## src/rtl/eth_rx_addr_filter.sv

```systemverilog
// Destination-MAC filter for the 8-bit RGMII RX stream: buffers the 6-byte
// destination field, replays it for accepted frames and swallows the rest.
module eth_rx_addr_filter (
  input  logic        clock125,
  input  logic        reset,
  input  logic [47:0] mac_addr,
  input  logic        promiscuous,
  input  logic        accept_multicast,
  input  logic [7:0]  s_axis_tdata,
  input  logic        s_axis_tvalid,
  output logic        s_axis_tready,
  input  logic        s_axis_tlast,
  input  logic        s_axis_tuser,
  output logic [7:0]  m_axis_tdata,
  output logic        m_axis_tvalid,
  input  logic        m_axis_tready,
  output logic        m_axis_tlast,
  output logic        m_axis_tuser,
  output logic [31:0] frames_passed,
  output logic [31:0] frames_dropped
);

  typedef enum logic [1:0] {HDR, REPLAY, STREAM, DROP} state_t;

  state_t      state_reg;
  logic [2:0]  index_reg;
  logic [31:0] passed_reg;
  logic [31:0] dropped_reg;

  logic        s_fire;
  logic        m_fire;
  logic        addr_match;
  logic [47:0] hdr_flat;
  logic [47:0] dest;
  logic [7:0]  replay_byte;

  assign s_fire = s_axis_tvalid && s_axis_tready;
  assign m_fire = m_axis_tvalid && m_axis_tready;

  // One capture register per header byte; byte 0 lands in the top octet so
  // hdr_flat reads in wire order like mac_addr.
  genvar gi;
  generate
    for (gi = 0; gi < 6; gi++) begin : g_hdr
      logic [7:0] byte_reg;

      always_ff @(posedge clock125 or posedge reset) begin
        if (reset) begin
          byte_reg <= '0;
        end else if (state_reg == HDR && s_fire && index_reg == 3'(gi)) begin
          byte_reg <= s_axis_tdata;
        end
      end

      assign hdr_flat[47-8*gi -: 8] = byte_reg;
    end
  endgenerate

  // The sixth byte is still on the bus in the decision cycle.
  assign dest = {hdr_flat[47:8], s_axis_tdata};

  assign addr_match = promiscuous
                   || (dest == mac_addr)
                   || (dest == 48'hFFFF_FFFF_FFFF)
                   || (accept_multicast && hdr_flat[40]);

  always_comb begin
    replay_byte = hdr_flat[47:40];
    case (index_reg)
      3'd1:    replay_byte = hdr_flat[39:32];
      3'd2:    replay_byte = hdr_flat[31:24];
      3'd3:    replay_byte = hdr_flat[23:16];
      3'd4:    replay_byte = hdr_flat[15:8];
      3'd5:    replay_byte = hdr_flat[7:0];
      default: replay_byte = hdr_flat[47:40];
    endcase
  end

  // Outputs are forced low while reset is held, including the ready.
  always_comb begin
    s_axis_tready = 1'b0;
    m_axis_tvalid = 1'b0;
    m_axis_tdata  = 8'h00;
    m_axis_tlast  = 1'b0;
    m_axis_tuser  = 1'b0;
    if (!reset) begin
      case (state_reg)
        HDR, DROP: s_axis_tready = 1'b1;
        REPLAY: begin
          m_axis_tvalid = 1'b1;
          m_axis_tdata  = replay_byte;
        end
        STREAM: begin
          s_axis_tready = m_axis_tready;
          m_axis_tvalid = s_axis_tvalid;
          m_axis_tdata  = s_axis_tdata;
          m_axis_tlast  = s_axis_tlast;
          m_axis_tuser  = s_axis_tuser;
        end
        default: s_axis_tready = 1'b0;
      endcase
    end
  end

  always_ff @(posedge clock125 or posedge reset) begin
    if (reset) begin
      state_reg   <= HDR;
      index_reg   <= 3'd0;
      passed_reg  <= 32'd0;
      dropped_reg <= 32'd0;
    end else begin
      case (state_reg)
        HDR: begin
          if (s_fire) begin
            if (s_axis_tlast) begin
              dropped_reg <= dropped_reg + 32'd1;
              index_reg   <= 3'd0;
            end else if (index_reg == 3'd5) begin
              index_reg <= 3'd0;
              state_reg <= addr_match ? REPLAY : DROP;
            end else begin
              index_reg <= index_reg + 3'd1;
            end
          end
        end
        REPLAY: begin
          if (m_fire) begin
            if (index_reg == 3'd5) begin
              index_reg <= 3'd0;
              state_reg <= STREAM;
            end else begin
              index_reg <= index_reg + 3'd1;
            end
          end
        end
        STREAM: begin
          if (m_fire && m_axis_tlast) begin
            passed_reg <= passed_reg + 32'd1;
            state_reg  <= HDR;
          end
        end
        DROP: begin
          if (s_fire && s_axis_tlast) begin
            dropped_reg <= dropped_reg + 32'd1;
            state_reg   <= HDR;
          end
        end
        default: state_reg <= HDR;
      endcase
    end
  end

  assign frames_passed  = passed_reg;
  assign frames_dropped = dropped_reg;

endmodule

```

## config.mk

```make
export PLATFORM = sky130hd
export DESIGN_NAME = eth_rx_addr_filter
export DESIGN_NICKNAME = d
export VERILOG_FILES = /design/src/rtl/eth_rx_addr_filter.sv
export SDC_FILE = /design/constraint.sdc
export NUM_CORES = 1
export LEC_CHECK = 0
export CORE_MARGIN = 5
export CORE_UTILIZATION = 35
export CTS_BUF_LIST = sky130_fd_sc_hd__clkbuf_16
export DETAILED_ROUTE_END_ITERATION = 12
export PLACE_DENSITY = 0.68
export SYNTH_ARGS = -nofsm -noshare
export SYNTH_HDL_FRONTEND = slang
export SYNTH_SLANG_ARGS = --single-unit
export TNS_END_PERCENT = 5
```

## constraint.sdc

```tcl
create_clock -name clock125 -period 6.54 [get_ports clock125]
set_clock_uncertainty 0.2 [all_clocks]
set_input_delay 1.308 -clock clock125 [delete_from_list [all_inputs] [get_ports clock125]]
set_output_delay 1.308 -clock clock125 [all_outputs]
set_load 0.005 [all_outputs]
```

# Word-level counts from Yosys, hierarchy flattened
# Cells that the tools add are included.
[totals]
regBits = 117
input_bits = 64
output_inout_bits = 76
word_cells = 84
[op_classes]
addsub = 3
n_eq_ne = 18
muxes = 29
n_reduce_logical = 24
[op_table]
columns = ["cell", "n"]
rows = [
  ["2-to-1 mux 32 bit", 3],
  ["adder 32 x 1 -> 32 bit, second input constant", 2],
  ["one-hot mux 32 bit (2 select lines)", 1],
  ["== test 48 bit", 1],
  ["== test 48 bit, second input constant", 1],
  ["one-hot mux 8 bit (5 select lines)", 1],
  ["2-to-1 mux 2 bit", 8],
  ["one-hot mux 8 bit (2 select lines)", 1],
  ["inequality test 2 bit, second input constant", 7],
  ["logical AND 1 bit", 12],
  ["2-to-1 mux 3 bit", 4],
  ["2-to-1 mux 8 bit", 1],
  ["one-hot mux 2 bit (4 select lines)", 1],
  ["AND reduction 7 bit", 1],
  ["== test 3 x 2 -> 1 bit, second input constant", 2],
  ["== test 3 bit, second input constant", 2],
  ["2-to-1 mux 1 bit", 6],
  ["one-hot mux 3 bit (2 select lines)", 1],
  ["== test 2 bit, second input constant", 2],
  ["one-hot mux 1 bit (2 select lines)", 2],
  ["AND reduction 4 bit", 1],
  ["nonzero test 2 bit", 2],
  ["adder 3 x 1 -> 3 bit, second input constant", 1],
  ["== test 3 x 1 -> 1 bit, second input constant", 1],
  ["8 further kinds", 10],
]

# Depth between registers and ports, before layout
# Gate-level depths: netlist of the first run.
[depth]
word_depth = 9
mapped_depth = 9
mapped_depth_nobuf = 7

# Worst setup path before layout of the first run
# No wires, ideal clock.
[synth_timing]
path_kind = "input-to-output"
start = "input port reset"
end = "output port m_axis_tdata[0]"
t_arrival_ns = 4.741
required_time_ns = 5.032
slack_ns = 0.291
path_stages = 3
path_buffers = 0
cell_sequence = "inv_1 > nand2_1 > a21oi_1"
[synth_via]
elab_chain_cells = 1
[synth_rtl]
columns = ["item", "line", "rtl"]
rows = [
  ["start, declared", "5", "input logic reset,"],
  ["2-to-1 mux 8 bit", "86", "if (!reset) begin"],
  ["end, declared", "14", "output logic [7:0] m_axis_tdata,"],
]
# Every way passes these cells.

# Worst setup path in the final report of the first run
[layout_timing]
start = "input port reset"
end = "output port m_axis_tuser"
[layout_via]
elab_chain_cells = 1
[layout_rtl]
columns = ["item", "line", "rtl"]
rows = [
  ["2-to-1 mux 1 bit", "86", ""],
  ["end, declared", "18", "output logic m_axis_tuser,"],
]
# Every way passes these cells.

==> results of run 1 <==
==> worst paths after layout <==
check / start / endpoint / slack (ps) / cells past startpoint
setup / recovery: reset / m_axis_tuser / 1830 / 5
hold / removal: frames_passed[31] / frames_passed[31] / 270 / 1
setup reg to reg: state_reg[0] / frames_passed[30] / 3170 / 7
hold reg to reg: frames_passed[31] / frames_passed[31] / 270 / 1
max in group asynchronous: reset / frames_dropped[0] / 3470 / 4
min in group asynchronous: reset / index_reg[0] / 1330 / 3
==> final cells by class <==
| type | instances | area share, % |
|---|---|---|
| Timing Repair Buffer | 142 | 16.8 |
| Clock buffer | 17 | 5.06 |
| Multi-Input combinational cell | 414 | 37.7 |
| Inverter | 14 | 0.654 |
| Tap cell | 225 | 3.35 |
| Clock inverter | 14 | 1.67 |
| Sequential cell | 117 | 34.8 |
==> report_power, final <==
| part | internal, mW | switching, mW |
|---|---|---|
| clock | 0.554 | 0.331 |
| sequential | 0.862 | 0.229 |
| combinational | 0.368 | 0.391 |
==> cell usage after synthesis (4+ instances only) <==
| master | instances | share of area (%) |
|---|---|---|
| dfrtp_1 | 117 | 47 |
| xor2_1 | 72 | 10 |
| mux2_2 | 52 | 9.4 |
| xnor2_1 | 38 | 5.3 |
| nand2_1 | 33 | 2.0 |
| nand4_1 | 32 | 3.2 |
| nand3_1 | 22 | 1.8 |
| nor2_1 | 21 | 1.3 |
| nor4_1 | 18 | 1.8 |
| clkbuf_1 | 16 | 0.96 |
| o211ai_1 | 16 | 1.9 |
| inv_1 | 14 | 0.84 |
| nor3_1 | 14 | 1.1 |
| a21oi_1 | 12 | 0.96 |
| a22oi_1 | 10 | 1.2 |
| ha_1 | 8 | 1.6 |
| a222oi_1 | 6 | 0.96 |
| and3_1 | 6 | 0.60 |
| o21ai_0 | 6 | 0.48 |
| and4_1 | 5 | 0.70 |
| and2_1 | 4 | 0.40 |
| nand3b_1 | 4 | 0.48 |
==> placed cells by master, fill, tap and decap left out, types with 18 or more instances in the layout <==
| cell type | count |
|---|---|
| xor2_1 | 72 |
| nand2_1 | 33 |
| clkdlybuf4s50_1 | 139 |
| dfrtp_1 | 117 |
| nor4_1 | 18 |
| mux2_2 | 52 |
| nand4_1 | 32 |
| nand3_1 | 22 |
| xnor2_1 | 38 |
| nor2_1 | 21 |
==> stage by stage <==
stage | cells | cell area (um2)
final | 943 | 8410
after global routing | 943 | 8410
after CTS | 943 | 8410
after detailed placement | 912 | 7850
after global placement | 912 | 7850
after floorplan | 566 | 6240
==> per-layer routing <==
layer | vias up | global-route usage [%] | share of wire, %
li1 | 2335 | - | -
met1 | 2536 | 24.7 | 44
met2 | 144 | 29.2 | 49
met3 | 24 | 4.09 | 5.3
met4 | 0 | 7.19 | 1.6
met5 | - | 0 | 0
==> kinds of logic (layout without fill, tap and decap cells) <==
group                    count (synthesis)  after routing  synth area share (%)
AND/OR/NAND/NOR                        182            182                  17.2
multiplexers                            54             54                  9.71
adder cells (fa/ha/maj)                  8              8                  1.60
buffers and inverters                   35            187                  2.29
AO/OA/AOI/OAI                           60             60                  6.78
XOR/XNOR                               110            110                  15.4
flip-flops                             117            117                  46.9
==> worst max-delay path: cells and delay by family <==
kind | cells | cell delay, ps
buffers and inverters | 4 | 1600
and+or+nand+nor | 1 | 260
==> run metrics, run 1 <==
core area=17400 um2; status=finished clean; antenna violations before repair=0; Total Nets Final=778; DRT antenna net count=0; Area growth, synth to finish=34.8%; die area=20600 um2; Iteration-0 DRC Markers=493; Register Area=2930 um2; Avg Cell Area, Syn=11.0 um2; clock sink count=117; Fin Hold WS=270 ps; Max Slew Vio Count=0; setup TNS=0 ps; Setup Crit Path Kind=primary input to output port; Synth Instances=566; HPWL Detailed=13700 um; GRT Overall Usage=18.5%; Synth cell types=50; Worst Setup End Kind=output port; drt wl/cell=19.4 um; Seq/Total Area, Yosys=46.9%; CTS tree=done; Remaining DRCs=0; CP dominant cell by count=clkdlybuf4s50_1; number of global-route vias before repair=5387; fraction of registers with async set/reset=100%; Longest Clk Path Bufs=2; RSZ-0062 raised after global routing=false; Die X=144 um; post-CTS setup buffers=0; port bufs=139; CP max-delay cell=clkdlybuf4s50_1; worst slew pin tran=911 ps; layout filler cell count=1579; TritonCTS buffer count=17; syn nets=638; GPL Wtd Cong=0.939; vias=5039; Root Driver=clkbuf_16; Worst-path clk slew=50 ps; cts hold-fix bufs=0; Design Power=2.74 mW; post-CTS sizing=0; utilization after layout=48.3%; max reg flops=48; DIE HEIGHT=144 um; Ports=140; mapped cell area=6240 um2; Antenna diodes=0; final worst slack=1830 ps; layout cells sized above 1=13.8%; H-Tree Depth=4; first-pass GRT wire length=29500 um; slew margin rel.=39.2%; Crit path arrival time=3210 ps; synthesis-stage register bit count=117; final critical-path share of the clock period=72.1%; post-route minimum period=4710 ps; critical-path maximum fanout=49; Synth warnings=0; worst skew pair latency=410 ps; prevailing post-synth register cell=dfrtp_1; Cell Chain, Critical Path=clkdlybuf4s50_1, inv_4, buf_4, and3_1, clkdlybuf4s50_1; power per cell area=325 nW/um2; pin count of the biggest net entering global routing=71; area of the multi-input gates=3170 um2; Initial Util=35.8%; CP required=5030 ps; Detailed Route WL=18300 um; Post-Place Worst Slack=1800 ps; Pre-antenna DRT Iters=5; via density per instance=5.34; Fmax achieved=212 MHz; Max Cap Viol=0; peak supply drop=0.175 mV; crit path launch type=primary input; Worst Hold Class=flop to flop; total grt overflow=0; number of enable flip-flop cells after synthesis=0; # setup viols final=0; LEAKAGE=3.69 nW; row cnt=48; Crit path largest cell delay=520 ps; final hold vios=0
Note: power is estimated with default switching activity, not from simulation.
==> run 2, diff against run 1 <==
--- a/config.mk
+++ b/config.mk
@@ -9,7 +9,7 @@
 export CORE_UTILIZATION = 35
 export CTS_BUF_LIST = sky130_fd_sc_hd__clkbuf_16
 export DETAILED_ROUTE_END_ITERATION = 12
-export PLACE_DENSITY = 0.68
+export PLACE_DENSITY = 0.7
 export SYNTH_ARGS = -nofsm -noshare
 export SYNTH_HDL_FRONTEND = slang
 export SYNTH_SLANG_ARGS = --single-unit
==> constraint.sdc (replaced) <==
create_clock -name clock125 -period 3.8 [get_ports clock125]
set_clock_uncertainty 0.2 [all_clocks]
set_input_delay 0.76 -clock clock125 [delete_from_list [all_inputs] [get_ports clock125]]
set_output_delay 0.76 -clock clock125 [all_outputs]
set_load 0.005 [all_outputs]
==> run 2 against run 1 <==
  * Cell count increased by 1.5%
  * Clock-buffer cell count unchanged
  * Utilization increased by 0.77 points
  * Die area unchanged
  * Routed wire length decreased by 1.3%
  * Register-to-register slack got worse by 2200 ps
==> run metrics, run 2 (synthesis gave the netlist of run 1 again) <==
GPL Wtd Cong=0.909; worst slew pin tran=811 ps; hold path depth=1; Area growth, synth to finish=37.0%; total grt overflow=0; CP max-delay cell=clkdlybuf4s50_1; RSZ-0062 raised after global routing=false; setup TNS=0 ps; CTS tree=done; worst skew pair latency=410 ps; Post-Place Worst Slack=318 ps; GR Util met2=27.3%; die area=20600 um2; status=finished clean; Crit path largest cell delay=550 ps; via density per instance=5.34; Cell Chain, Critical Path=or3_1, a21o_4, o211ai_1, o211ai_1, a21oi_1, clkdlybuf4s50_1; Worst Hold Class=flop to flop; antenna violations before repair=0; Ports=140; DIE HEIGHT=144 um; LEAKAGE=3.77 nW; Die X=144 um; Total Nets Final=792; Max Cap Viol=0; DRT antenna net count=0; critical-path maximum fanout=16; GRT Overall Usage=18.1%; Antenna diodes=0; Detailed Route WL=18100 um; core area=17400 um2; worst r2r path cells=7; Fmax achieved=275 MHz; Initial Util=35.8%; port bufs=139; CP required=2840 ps; final critical-path share of the clock period=95.7%; first-pass GRT wire length=28700 um; layout cells sized above 1=15.7%; WP depth=6; crit path launch type=flop; Worst Setup End Kind=output port; drt wl/cell=18.9 um; Root Driver=clkbuf_16; Worst-path clk slew=50 ps; met3 Resource Use GR=5.76%; Longest Clk Path Bufs=2; family with the most delay on the worst path=compound AO/OA/AOI/OAI gates; busiest grt layer=met2; layout filler cell count=1569; CP dominant cell by count=o211ai_1; final hold vios=0; slew margin rel.=46.0%; post-CTS setup buffers=0; most frequent cells in the layout=139 x clkdlybuf4s50_1, 115 x dfrtp_1, 72 x xor2_1, 52 x mux2_2, 38 x xnor2_1; post-route minimum period=3630 ps; # setup viols final=0; power per cell area=559 nW/um2; pin count of the biggest net entering global routing=62; Register Area=2930 um2; final worst slack=165 ps; Iteration-0 DRC Markers=397; cts hold-fix bufs=0; TritonCTS buffer count=17; Crit path arrival time=2670 ps; peak supply drop=0.326 mV; M1 GR Usage=24.1%; Remaining DRCs=0; Setup Crit Path Kind=flop to output port; HPWL Detailed=13600 um; H-Tree Depth=4; Max Slew Vio Count=0; max reg flops=48; Pre-antenna DRT Iters=7; vias=5112; number of global-route vias before repair=5134; area of the multi-input gates=3190 um2; commonest non-fill, non-tap cell in the layout=clkdlybuf4s50_1; critical path buffer and inverter count=1; clock sink count=117; row cnt=48; Design Power=4.78 mW
[run 2: cell types whose count changed in the layout (fill, tap and decap cells not counted), sizes merged]
cell      change
buf          +14
clkinvlp      -2
clkinv        +1
bufinv        +1
[run 2: routing by layer]
layer / up-vias / part of all wire [%] / wire length (um)
li1: 2366 / - / -
met1: 2518 / 43 / 7810
met2: 186 / 46 / 8400
met3: 42 / 7.3 / 1310
met4: 0 / 3.1 / 563
met5: - / 0 / 0
[run 2: final cells by class]
class | count | area share, %
timing repair buffer | 156 | 17.8
tap | 225 | 3.29
multi-input combinational | 414 | 37.3
clock buffer | 17 | 4.98
clock inverter | 14 | 1.70
inverter | 14 | 0.659
sequential | 117 | 34.3
[run 2: final timing paths]
kind                                   start                   end  slack [ps]
hold reg to reg            frames_passed[31]     frames_passed[31]         270
setup reg to reg                state_reg[0]  g_hdr[4].byte_reg[2]         950
max in group asynchronous              reset          index_reg[2]        1220
hold / removal             frames_passed[31]     frames_passed[31]         270
min in group asynchronous              reset      frames_passed[1]         880
setup / recovery                index_reg[1]       m_axis_tdata[1]         170
[run 2: worst reg2reg max path, delay by kind of cell, from the launching register on]
| family | cells | cell delay, ps |
|---|---|---|
| and+or+nand+nor | 3 | 700 |
| buffers and inverters | 1 | 100 |
| muxes | 1 | 400 |
| DFF | 1 | 400 |
| AOI/OAI and AO/OA | 1 | 610 |
| adders and majority gates | 1 | 340 |
[run 2: repair_timing]
item / 4_1_cts / 5_1_grt
pin swaps: 0 / 1
resized for setup: 2 / 6
setup endpoints to repair: 8 / 8
[run 2: metrics by stage]
stage	instances	hold WS (ps)	util [%]	cell area [um2]
2_1_floorplan	566	265	-	6240
3_3_place_gp	926	256	45.7	7950
3_5_place_dp	926	265	45.7	7950
4_1_cts	957	272	49.0	8530
5_1_grt	957	293	49.1	8550
6_report	957	269	49.1	8550
[run 2: where the power goes]
group / internal [mW] / switching, mW / total, mW / leakage, nW
combinational: 0.681 / 0.655 / 1.34 / 1.92
clock: 1.01 / 0.547 / 1.55 / 0.287
sequential: 1.49 / 0.402 / 1.89 / 1.56
==> run 3, diff against run 2 <==
--- a/config.mk
+++ b/config.mk
@@ -6,10 +6,10 @@
 export NUM_CORES = 1
 export LEC_CHECK = 0
 export CORE_MARGIN = 5
-export CORE_UTILIZATION = 35
+export CORE_UTILIZATION = 25
 export CTS_BUF_LIST = sky130_fd_sc_hd__clkbuf_16
 export DETAILED_ROUTE_END_ITERATION = 12
-export PLACE_DENSITY = 0.7
+export PLACE_DENSITY = 0.56
 export SYNTH_ARGS = -nofsm -noshare
 export SYNTH_HDL_FRONTEND = slang
 export SYNTH_SLANG_ARGS = --single-unit
==> run 3 against run 2 <==
  * Clock power down 12%
  * Cell count grew 10%
  * Sequential cell count is the same
  * Design area rose by 0.41%
  * Via count fell by 0.29%
  * Critical endpoint is now m_axis_tdata[0]
  * Largest power group unchanged
  * Highest routed layer unchanged
==> run metrics, run 3 (synthesis gave the netlist of run 1 again) <==
Crit path largest cell delay=470 ps; worst slew pin tran=796 ps; TritonCTS buffer count=17; status=finished clean; most frequent cells in the layout=139 x clkdlybuf4s50_1, 115 x dfrtp_1, 72 x xor2_1, 52 x mux2_2, 38 x xnor2_1; Area growth, synth to finish=37.5%; Iteration-0 DRC Markers=410; peak supply drop=0.254 mV; first-pass GRT wire length=30500 um; final hold vios=0; DRT antenna net count=0; FF-to-FF Start=state_reg[1]; H-Tree Depth=4; number of global-route vias before repair=5148; CP dominant cell by count=o211ai_1; Worst Hold Class=flop to flop; Detailed Route WL=19500 um; post-route minimum period=3650 ps; CP max-delay cell=dfrtp_2; drt wl/cell=18.5 um; Critical Path Source=index_reg[0]; Longest Clk Path Bufs=2; Worst setup endpoint=m_axis_tdata[0]; # setup viols final=0; Initial Util=25.5%; row cnt=57; max reg flops=48; Max Slew Vio Count=0; Max Cap Viol=0; die area=28200 um2; commonest non-fill, non-tap cell in the layout=clkdlybuf4s50_1; power per cell area=539 nW/um2; Pre-antenna DRT Iters=5; core area=24500 um2; FF-to-FF End=frames_passed[31]; worst skew pair latency=410 ps; Worst-path clk slew=50 ps; GRT Overall Usage=13.8%; critical-path maximum fanout=11; total grt overflow=0; Worst Setup End Kind=output port; Antenna diodes=0; RSZ-0062 raised after global routing=false; port bufs=139; antenna violations before repair=0; final critical-path share of the clock period=96.0%; r2r setup slk=860 ps; GPL Wtd Cong=0.894; Fmax achieved=274 MHz; Setup Crit Path Kind=flop to output port; Total Nets Final=792; crit path launch type=flop; Die X=168 um; Post-Place Worst Slack=326 ps; Finished Layout Cells=1055; HPWL Detailed=14600 um; layout filler cell count=2430; CTS tree=done; DIE HEIGHT=168 um; worst r2r path cells=7; via density per instance=4.83; pin count of the biggest net entering global routing=63; Remaining DRCs=0; Cell Chain, Critical Path=and2_1, ha_2, buf_4, a222oi_1, o211ai_1, o211ai_1, a21oi_1, clkdlybuf4s50_1; utilization after layout=35.1%; Crit path arrival time=2690 ps; Root Driver=clkbuf_16; Design Power=4.62 mW; Fin Hold WS=265 ps; final worst slack=152 ps; LEAKAGE=3.73 nW; clock sink count=117; vias=5097; Ports=140; slew margin rel.=46.9%; layout cells sized above 1=15.6%; Cells after DPL=1023; CP required=2840 ps
-- run 3: how the worst min path moves through the flow --
stage                  startpoint                 end  slack (ps)  cells after the start
6_report        frames_passed[31]   frames_passed[31]         260                      1
5_1_grt         frames_passed[31]   frames_passed[31]         270                      1
3_3_place_gp    frames_passed[31]   frames_passed[31]         260                      1
3_5_place_dp    frames_passed[31]   frames_passed[31]         260                      1
4_1_cts         frames_passed[31]   frames_passed[31]         270                      1
2_1_floorplan  frames_dropped[31]  frames_dropped[31]         260                      1
-- run 3: stage by stage --
stage | TNS [ps] | instance area [um2]
detailed placement | 0 | 8060
floorplan | -2540 | 6240
global placement | 0 | 8060
CTS | 0 | 8560
global route | 0 | 8580
finish | 0 | 8580
-- run 3: layout make-up --
class	count	area (um2)	share of cell area, %
well taps	324	405	4.72
multi-input cells	414	3170	37.0
inverters	14	56.3	0.656
clock buffers	17	425	4.96
clock inverters	13	72.6	0.846
repair buffers	156	1520	17.7
flip-flops and latches	117	2930	34.1
-- run 3: per-layer routing --
| metal | vias to the layer above | part of all wire [%] | wire length (um) | track usage [%] |
|---|---|---|---|---|
| li1 | 2365 | - | - | - |
| met4 | 0 | 1.8 | 344 | 4.27 |
| met2 | 162 | 48 | 9430 | 22.3 |
| met1 | 2540 | 44 | 8630 | 18.3 |
| met3 | 30 | 5.8 | 1130 | 3.54 |
| met5 | - | 0 | 0 | 0 |
-- run 3: timing repair --
item / CTS / global route
buffers inserted: 0 / 2
pin swaps: 0 / 1
setup endpoints to repair: 5 / 7
resized for setup: 2 / 2
hold buffers: 0 / 0
-- run 3: where the power goes --
part,internal [mW],switching [mW],total [mW]
registers,1.49,0.411,1.90
logic,0.669,0.687,1.36
clock network,0.808,0.563,1.37
total,2.96,1.66,4.62
-- run 3: critical path, delay by kind of cell, from the launching register on --
kind,cells,cell delay (ps)
simple gates,1,190
flops,1,470
buf+inv,2,620
compound gates,4,790
fa+ha+maj,1,210
